`src/rtl/pipe_pkg.sv`:
```
// Shared pipeline definitions for the stack sequencer.
// Holds the control-unit sequence codes and the encodings of the sequencer's
// FSM, sequence kind and stack-pointer operation.
package pipe_pkg;

    // Control-unit sequence codes
    localparam logic [1:0] ST_SINGLE  = 2'b00;
    localparam logic [1:0] ST_CALLRET = 2'b10;
    localparam logic [1:0] ST_INTRET  = 2'b11;

    typedef enum logic [2:0] {
        S_IDLE,
        S_PUSH_HI,
        S_PUSH_LO,
        S_PUSH_FL,
        S_POP_F,
        S_POP_A,
        S_POP_B,
        S_FIN
    } seq_state_e;

    // Which sequence is running; selects the branch at PUSH_LO and whether
    // POP_A also restores flags.
    typedef enum logic [1:0] {
        K_CALL,
        K_INT,
        K_RET,
        K_RETI
    } seq_kind_e;

    typedef enum logic [1:0] {
        SP_HOLD,
        SP_PUSH,
        SP_POP
    } sp_op_e;

endpackage

```
`src/rtl/stack_sequencer_if.sv`:
```
// Data-memory port of the stack sequencer.
//   mem_addr  : word address
//   mem_wdata : write data
//   mem_wr    : write strobe
//   mem_rd    : read strobe; mem_rdata is valid the cycle after
//   mem_rdata : read data
// master = sequencer side, slave = memory side.
interface stack_sequencer_if #(
    parameter int ADDR_W = 11
);
    logic [ADDR_W-1:0] mem_addr;
    logic [15:0]       mem_wdata;
    logic              mem_wr;
    logic              mem_rd;
    logic [15:0]       mem_rdata;

    modport master (
        output mem_addr, mem_wdata, mem_wr, mem_rd,
        input  mem_rdata
    );

    modport slave (
        input  mem_addr, mem_wdata, mem_wr, mem_rd,
        output mem_rdata
    );
endinterface

```
`src/rtl/stack_sequencer_stack_pointer.sv`:
```
// Stack pointer register for the stack sequencer.
//   clk, rst_n : clock, async active-low reset (sp returns to SP_INIT)
//   op         : hold / push (sp-1) / pop (sp+1)
//   sp         : current stack pointer
//   push_addr  : address a push writes (sp)
//   pop_addr   : address a pop reads (sp+1, modulo)
//   wrap       : high while the requested op crosses the stack boundary
module stack_pointer
    import pipe_pkg::*;
#(
    parameter int          ADDR_W  = 11,
    parameter int unsigned SP_INIT = 2047
) (
    input  logic              clk,
    input  logic              rst_n,
    input  sp_op_e            op,
    output logic [ADDR_W-1:0] sp,
    output logic [ADDR_W-1:0] push_addr,
    output logic [ADDR_W-1:0] pop_addr,
    output logic              wrap
);

    localparam logic [ADDR_W-1:0] SP_TOP = ADDR_W'(SP_INIT);

    logic [ADDR_W-1:0] sp_q, sp_d;

    assign sp        = sp_q;
    assign push_addr = sp_q;
    assign pop_addr  = sp_q + ADDR_W'(1);

    always_comb begin
        sp_d = sp_q;
        wrap = 1'b0;
        case (op)
            SP_PUSH: begin
                sp_d = sp_q - ADDR_W'(1);
                wrap = (sp_q == '0);
            end
            SP_POP: begin
                sp_d = pop_addr;
                // Popping from the empty-stack position underflows.
                wrap = (sp_q == SP_TOP);
            end
            default: ;
        endcase
    end

    always_ff @(posedge clk or negedge rst_n) begin
        if (!rst_n) sp_q <= SP_TOP;
        else        sp_q <= sp_d;
    end

endmodule

```
`src/rtl/stack_sequencer.sv`:
```
// Multi-cycle executor for CALL/RET and INT/RETI.
// Owns the stack pointer, sequences return-address and flag pushes/pops to
// data memory, stalls the pipeline while busy and issues the PC redirect.
//   clk, rst_n       : clock, async active-low reset (aborts any sequence)
//   start, state     : CU codes valid / sequence code
//   push_pc, pop_pc  : CU CALL / RET-RETI selects
//   interrupt        : level interrupt request
//   ret_pc, call_target, flags_in : operands captured on accept
//   mem              : data-memory port (master)
//   stall            : hold fetch/decode
//   pc_load, pc_out  : PC redirect strobe and value
//   flags_load, flags_out : flag restore strobe and value
//   sp               : stack pointer
//   stack_err        : pulse when a push/pop wraps the stack
module stack_sequencer
    import pipe_pkg::*;
#(
    parameter int          ADDR_W  = 11,
    parameter int unsigned SP_INIT = 2047,
    parameter logic [31:0] INT_VEC = 32'h20
) (
    input  logic              clk,
    input  logic              rst_n,
    input  logic              start,
    input  logic [1:0]        state,
    input  logic              push_pc,
    input  logic              pop_pc,
    input  logic              interrupt,
    input  logic [31:0]       ret_pc,
    input  logic [31:0]       call_target,
    input  logic [2:0]        flags_in,
    stack_sequencer_if.master mem,
    output logic              stall,
    output logic              pc_load,
    output logic [31:0]       pc_out,
    output logic              flags_load,
    output logic [2:0]        flags_out,
    output logic [ADDR_W-1:0] sp,
    output logic              stack_err
);

    seq_state_e  fsm_q, fsm_d;
    seq_kind_e   kind_q, kind_d, go_kind;
    logic        int_pend_q, int_pend_d;
    logic [31:0] ret_pc_q, ret_pc_d;
    logic [31:0] target_q, target_d;
    logic [2:0]  flags_q, flags_d;
    logic [15:0] lo_q, lo_d;
    logic        go;

    sp_op_e            sp_op;
    logic [ADDR_W-1:0] push_addr, pop_addr;
    logic              sp_wrap;

    logic [ADDR_W-1:0] addr_c;
    logic [15:0]       wdata_c;
    logic              wr_c, rd_c;

    stack_pointer #(
        .ADDR_W  (ADDR_W),
        .SP_INIT (SP_INIT)
    ) u_sp (
        .clk       (clk),
        .rst_n     (rst_n),
        .op        (sp_op),
        .sp        (sp),
        .push_addr (push_addr),
        .pop_addr  (pop_addr),
        .wrap      (sp_wrap)
    );

    always_comb begin
        fsm_d      = fsm_q;
        kind_d     = kind_q;
        int_pend_d = int_pend_q;
        ret_pc_d   = ret_pc_q;
        target_d   = target_q;
        flags_d    = flags_q;
        lo_d       = lo_q;
        go         = 1'b0;
        go_kind    = K_CALL;
        sp_op      = SP_HOLD;
        addr_c     = '0;
        wdata_c    = '0;
        wr_c       = 1'b0;
        rd_c       = 1'b0;
        pc_load    = 1'b0;
        pc_out     = '0;
        flags_load = 1'b0;
        flags_out  = '0;

        // Accept decode; interrupts take priority over the CU codes.
        if (fsm_q == S_IDLE) begin
            if (int_pend_q || interrupt) begin
                go      = 1'b1;
                go_kind = K_INT;
            end else if (start) begin
                case (state)
                    ST_CALLRET: begin
                        if (push_pc) begin
                            go      = 1'b1;
                            go_kind = K_CALL;
                        end else if (pop_pc) begin
                            go      = 1'b1;
                            go_kind = K_RET;
                        end
                    end
                    ST_INTRET: begin
                        if (pop_pc) begin
                            go      = 1'b1;
                            go_kind = K_RETI;
                        end
                    end
                    ST_SINGLE: ;
                    default:   ;
                endcase
            end
        end else if (interrupt) begin
            // Remember the request; it is taken once the sequence ends.
            int_pend_d = 1'b1;
        end

        if (go) begin
            kind_d   = go_kind;
            ret_pc_d = ret_pc;
            target_d = call_target;
            flags_d  = flags_in;
            if (go_kind == K_INT) int_pend_d = 1'b0;
            case (go_kind)
                K_CALL, K_INT: fsm_d = S_PUSH_HI;
                K_RET:         fsm_d = S_POP_A;
                default:       fsm_d = S_POP_F;
            endcase
        end

        case (fsm_q)
            S_PUSH_HI: begin
                wr_c    = 1'b1;
                addr_c  = push_addr;
                wdata_c = ret_pc_q[31:16];
                sp_op   = SP_PUSH;
                fsm_d   = S_PUSH_LO;
            end
            S_PUSH_LO: begin
                wr_c    = 1'b1;
                addr_c  = push_addr;
                wdata_c = ret_pc_q[15:0];
                sp_op   = SP_PUSH;
                if (kind_q == K_CALL) begin
                    pc_load = 1'b1;
                    pc_out  = target_q;
                    fsm_d   = S_IDLE;
                end else begin
                    fsm_d   = S_PUSH_FL;
                end
            end
            S_PUSH_FL: begin
                wr_c    = 1'b1;
                addr_c  = push_addr;
                wdata_c = {13'b0, flags_q};
                sp_op   = SP_PUSH;
                pc_load = 1'b1;
                pc_out  = INT_VEC;
                fsm_d   = S_IDLE;
            end
            S_POP_F: begin
                rd_c   = 1'b1;
                addr_c = pop_addr;
                sp_op  = SP_POP;
                fsm_d  = S_POP_A;
            end
            S_POP_A: begin
                rd_c   = 1'b1;
                addr_c = pop_addr;
                sp_op  = SP_POP;
                // For RETI the flag word read in POP_F is on rdata now.
                if (kind_q == K_RETI) begin
                    flags_load = 1'b1;
                    flags_out  = mem.mem_rdata[2:0];
                end
                fsm_d  = S_POP_B;
            end
            S_POP_B: begin
                rd_c   = 1'b1;
                addr_c = pop_addr;
                sp_op  = SP_POP;
                lo_d   = mem.mem_rdata;
                fsm_d  = S_FIN;
            end
            S_FIN: begin
                pc_load = 1'b1;
                pc_out  = {mem.mem_rdata, lo_q};
                fsm_d   = S_IDLE;
            end
            default: ;
        endcase
    end

    assign stall         = (fsm_q != S_IDLE) || go;
    assign stack_err     = sp_wrap;
    assign mem.mem_addr  = addr_c;
    assign mem.mem_wdata = wdata_c;
    assign mem.mem_wr    = wr_c;
    assign mem.mem_rd    = rd_c;

    always_ff @(posedge clk or negedge rst_n) begin
        if (!rst_n) begin
            fsm_q      <= S_IDLE;
            kind_q     <= K_CALL;
            int_pend_q <= 1'b0;
            ret_pc_q   <= '0;
            target_q   <= '0;
            flags_q    <= '0;
            lo_q       <= '0;
        end else begin
            fsm_q      <= fsm_d;
            kind_q     <= kind_d;
            int_pend_q <= int_pend_d;
            ret_pc_q   <= ret_pc_d;
            target_q   <= target_d;
            flags_q    <= flags_d;
            lo_q       <= lo_d;
        end
    end

endmodule

```
`src/flat_wrapper.sv`:
```
// flat-port wrapper written by rule: the top's interface ports become plain ports
module stack_sequencer_flat import pipe_pkg::*;
#(
    parameter int          ADDR_W  = 11,
    parameter int unsigned SP_INIT = 2047,
    parameter logic [31:0] INT_VEC = 32'h20
)
  (clk, rst_n, start, state, push_pc, pop_pc, interrupt, ret_pc, call_target, flags_in, stall, pc_load, pc_out, flags_load, flags_out, sp, stack_err, mem_mem_addr, mem_mem_wdata, mem_mem_wr, mem_mem_rd, mem_mem_rdata);
  stack_sequencer_if #(.ADDR_W(ADDR_W)) mem_i ();
  input  logic clk;
  input  logic rst_n;
  input  logic start;
  input  logic [1:0] state;
  input  logic push_pc;
  input  logic pop_pc;
  input  logic interrupt;
  input  logic [31:0] ret_pc;
  input  logic [31:0] call_target;
  input  logic [2:0] flags_in;
  output logic stall;
  output logic pc_load;
  output logic [31:0] pc_out;
  output logic flags_load;
  output logic [2:0] flags_out;
  output logic [ADDR_W-1:0] sp;
  output logic stack_err;
  output wire logic [$bits(mem_i.mem_addr)-1:0] mem_mem_addr;
  output wire logic [$bits(mem_i.mem_wdata)-1:0] mem_mem_wdata;
  output wire logic [$bits(mem_i.mem_wr)-1:0] mem_mem_wr;
  output wire logic [$bits(mem_i.mem_rd)-1:0] mem_mem_rd;
  input wire logic [$bits(mem_i.mem_rdata)-1:0] mem_mem_rdata;
  assign mem_mem_addr = mem_i.mem_addr;
  assign mem_mem_wdata = mem_i.mem_wdata;
  assign mem_mem_wr = mem_i.mem_wr;
  assign mem_mem_rd = mem_i.mem_rd;
  assign mem_i.mem_rdata = mem_mem_rdata;
  stack_sequencer #(.ADDR_W(ADDR_W), .SP_INIT(SP_INIT), .INT_VEC(INT_VEC)) u_core (.clk(clk), .rst_n(rst_n), .start(start), .state(state), .push_pc(push_pc), .pop_pc(pop_pc), .interrupt(interrupt), .ret_pc(ret_pc), .call_target(call_target), .flags_in(flags_in), .mem(mem_i), .stall(stall), .pc_load(pc_load), .pc_out(pc_out), .flags_load(flags_load), .flags_out(flags_out), .sp(sp), .stack_err(stack_err));
endmodule
```
`config.mk`:
```
export PLATFORM = sky130hd
export DESIGN_NAME = stack_sequencer_flat
export DESIGN_NICKNAME = d
export VERILOG_FILES = /design/src/rtl/pipe_pkg.sv /design/src/rtl/stack_sequencer_if.sv /design/src/rtl/stack_sequencer_stack_pointer.sv /design/src/rtl/stack_sequencer.sv /design/src/flat_wrapper.sv
export SDC_FILE = /design/constraint.sdc
export NUM_CORES = 1
export LEC_CHECK = 0
export CAP_MARGIN = 25
export CELL_PAD_IN_SITES_DETAIL_PLACEMENT = 1
export CELL_PAD_IN_SITES_GLOBAL_PLACEMENT = 2
export CORE_ASPECT_RATIO = 2
export CORE_MARGIN = 5
export CORE_UTILIZATION = 29
export DETAILED_ROUTE_END_ITERATION = 7
export GPL_TIMING_DRIVEN = 0
export HOLD_SLACK_MARGIN = 0.06
export PLACE_DENSITY = 0.84
export SETUP_SLACK_MARGIN = 0.1
export SLEW_MARGIN = 0
export SYNTH_ARGS = -nofsm -noshare
export SYNTH_HDL_FRONTEND = slang
export SYNTH_HIERARCHICAL = 1
export SYNTH_SLANG_ARGS = --single-unit
```
`constraint.sdc`:
```
create_clock -name clk -period 3.2 [get_ports clk]
set_clock_uncertainty 0.05 [all_clocks]
set_input_delay 0.32 -clock clk [delete_from_list [all_inputs] [get_ports clk]]
set_output_delay 0.32 -clock clk [all_outputs]
set_load 0.01 [all_outputs]
```
==> impl_metrics.tcl <==
set metrics [dict create \
    avgRoutedWirePerCell_um 20.7 \
    setup_viol 0 \
    grt.overflow.total 0 \
    fill_cells 1889 \
    dr.pass1.iters 4 \
    clkPwrFrac_pct 16.4 \
    status "completed" \
    drive_above_1_share_pct 23.6 \
    numCtsBuffers 9 \
    io-pin-count 170 \
    finalMaxSlewViolations 0 \
    worst_skew_pair.late_latency_ns 0.35 \
    cts-root-buf "clkbuf_16" \
    finalCritPeriodShare_pct 93.1 \
    die_w_um 104 \
    critical_path_class "flop to primary output" \
    grt_max_degree 65 \
    power_switching_w 0.00264 \
    reg2reg_slack_ns 0.87 \
    met3_length_um 648 \
    grtUsageTotal_pct 16.8 \
    cts_sinks 100 \
    core_um2 17300 \
    cts_tree "done" \
    rsz0062_at_grt "true" \
    async_flop_share_pct 100 \
    drc 0 \
    swShare_pct 35.9 \
    yosysWarningCount 6 \
    nets 705 \
    tightest_slew_ns 0.645 \
    wl_met1_um 5830 \
    routed.top_layer "met4" \
    critPathArrivalTime_ns 2.61 \
    cts.clk_slew.worst_paths_ns 0.07 \
    area_growth_pct 46.6 \
    path_max_fanout 9 \
    worstPathRequired_ns 2.83 \
    fmax_mhz 336 \
    finalNonFillerCells 826 \
    total_power_w 0.00735 \
    critPathLaunch "u_core/u_sp/push_addr[0]" \
    hp-class "primary input to asynchronous set/reset pin" \
    power.internal_w 0.00472 \
    vdd_drop_max_uv 437 \
    post_cts_buffers 0 \
    r2r_cells 6 \
    p_leak_nw 3.00 \
    cp-endpoint "mem_mem_addr[8]" \
    maxCapViolCount 0 \
    vias 4168 \
    drtIter0Drc 97 \
    grt_pass1_wl_um 27300 \
    synthDistinctLibCells 45 \
    synth_edf_count 0 \
    dp_hpwl_um 13600 \
    power_frac_seq_pct 32.2 \
    avgSynthCellArea_um2 11.9 \
    yosys_most_used_dff "dfrtp_1" \
    wl_met2_um 10100 \
    htreeDepth 3 \
    mostFrequentLayoutCells "clkdlybuf4s50_1, dfrtp_1, mux2_2" \
    grt_antenna_before_repair 1 \
    multi_input_area_um2 2360 \
    worst_setup_path_start_kind "flop" \
    r2r_end "u_core/target_q[7]" \
    slew_headroom_pct 57.0 \
    initial_core_util_pct 29.6 \
    powerDensity_nw_per_um2 982 \
    final_hold_viol_count 0 \
    place_inst 809 \
    tns_ns 0 \
    syn-num-nets 524 \
    endpoint_kind "primary output" \
    p_comb_share_pct 51.4 \
    r2r_start "u_core/fsm_q[2]" \
    ys_ff_latch 100 \
    die_area_um2 20500 \
    antenna_left 0 \
    synthCells 429 \
    rows 68 \
    wl_um 17100 \
    die-height_um 198 \
    grt_pass1_vias 4872 \
    syn_area_um2 5110 \
    synth_seq_area_share_pct 49.3 \
    port_buffers 169 \
    regArea_um2 2520 \
    post_drt_via_cell_ratio 5.05 \
    min_period_ns 2.98 \
    place_congestion 0.830 \
    layout.cells.most_common "clkdlybuf4s50_1" \
    clock_path_buffers 2 \
]
[worst max-delay path, cell delays in order (launching register included)]
cell and delay [ns]:
dfstp_2 0.64, ha_2 0.27, nand3_2 0.16, nor3_1 0.24, xor2_1 0.25, a22o_1 0.16
clkdlybuf4s50_1 0.54
[logic make-up (layout without fill, tap and decap cells)]
kind of cell	after synthesis	after routing	synth area share, %
xor gates and xnor gates	19	19	3.26
and+or+nand+nor	79	79	8.28
adders and majority gates	4	4	0.980
buffers and inverters	52	238	5.29
muxes	87	87	19.2
DFF	100	100	49.3
other	0	1	0
AOI/OAI and AO/OA	88	88	13.7
[synthesized netlist by cell type, types with 4 or more instances]
cell	count	share of area, %
nand2_1	7	0.51
dfrtp_1	89	44
xor2_1	8	1.4
mux2_2	67	15
a22o_1	42	7.2
nor2b_1	4	0.49
and3_1	5	0.61
o21ai_0	6	0.59
nand3_1	6	0.59
buf_2	12	1.2
clkbuf_1	17	1.2
nor2_1	28	2.1
dfstp_2	11	5.7
nor3_1	9	0.88
a21oi_1	6	0.59
a22oi_1	16	2.4
inv_1	7	0.51
xnor2_1	11	1.9
ha_1	4	0.98
mux2_1	20	4.4
nor4_1	5	0.61
buf_4	12	1.8
[metal layers]
metal	vias to the layer above	GRT usage (%)
li1	1921	-
met1	2101	16.6
met2	118	33.3
met3	28	2.91
met4	0	7.49
met5	-	0
[cell type report]
cell class	instances	area share, %
Sequential cell	100	33.6
Clock buffer	9	3.01
Clock inverter	7	1.44
Inverter	7	0.351
Timing Repair Buffer	171	23.1
Buffer	44	3.53
Antenna cell	1	0.0334
Multi-Input combinational cell	277	31.5
Tap cell	210	3.51
[state kept, by name, summed over array words and instances, names as in the netlist]
register	cells
u_core/ret_pc_q	32
u_core/target_q	32
u_core/lo_q	16
u_core/u_sp/push_addr	11
u_core/flags_q	3
u_core/fsm_q	3
u_core/kind_q	2
u_core/int_pend_q	1
[power groups by stage]
stage                     Combinational, W  Clock, W  Sequential (W)
after floorplan                    0.00227         0         0.00223
after global placement             0.00371         0         0.00233
after detailed placement           0.00379         0         0.00239
after CTS                          0.00383   0.00126         0.00237
after global routing               0.00410   0.00130         0.00246
final                              0.00378   0.00121         0.00237
[worst min path at each step]
stage / from / to / depth (start not counted)
floorplan: rst_n / u_core/flags_q[0] / 0
detailed placement: rst_n / u_core/target_q[9] / 1
finish: rst_n / u_core/target_q[9] / 2
CTS: rst_n / u_core/target_q[9] / 2
global placement: u_core/flags_q[0] / u_core/flags_q[0] / 1
global route: u_core/target_q[13] / u_core/target_q[13] / 1
[stage by stage]
step | worst slack, ns | cell area, µm² | hold slack (ns) | utilization, %
5_1_grt | 0.0471 | 7490 | 0.456 | 43.4
3_5_place_dp | -0.125 | 7090 | 0.278 | 41.0
6_report | 0.221 | 7490 | 0.436 | 43.4
4_1_cts | 0.0624 | 7460 | 0.446 | 43.2
2_1_floorplan | 0.919 | 5110 | -0.0256 | -
3_3_place_gp | -2.05 | 7060 | 0.417 | 40.9
[timing repair]
action / in CTS / in global routing
hold buffers: 1 / 0
endpoints found under the hold margin: 32 / 0
gates resized for setup: 13 / 17
setup endpoints to repair: 45 / 49
No activity file was read; power rests on OpenSTA's default activity.
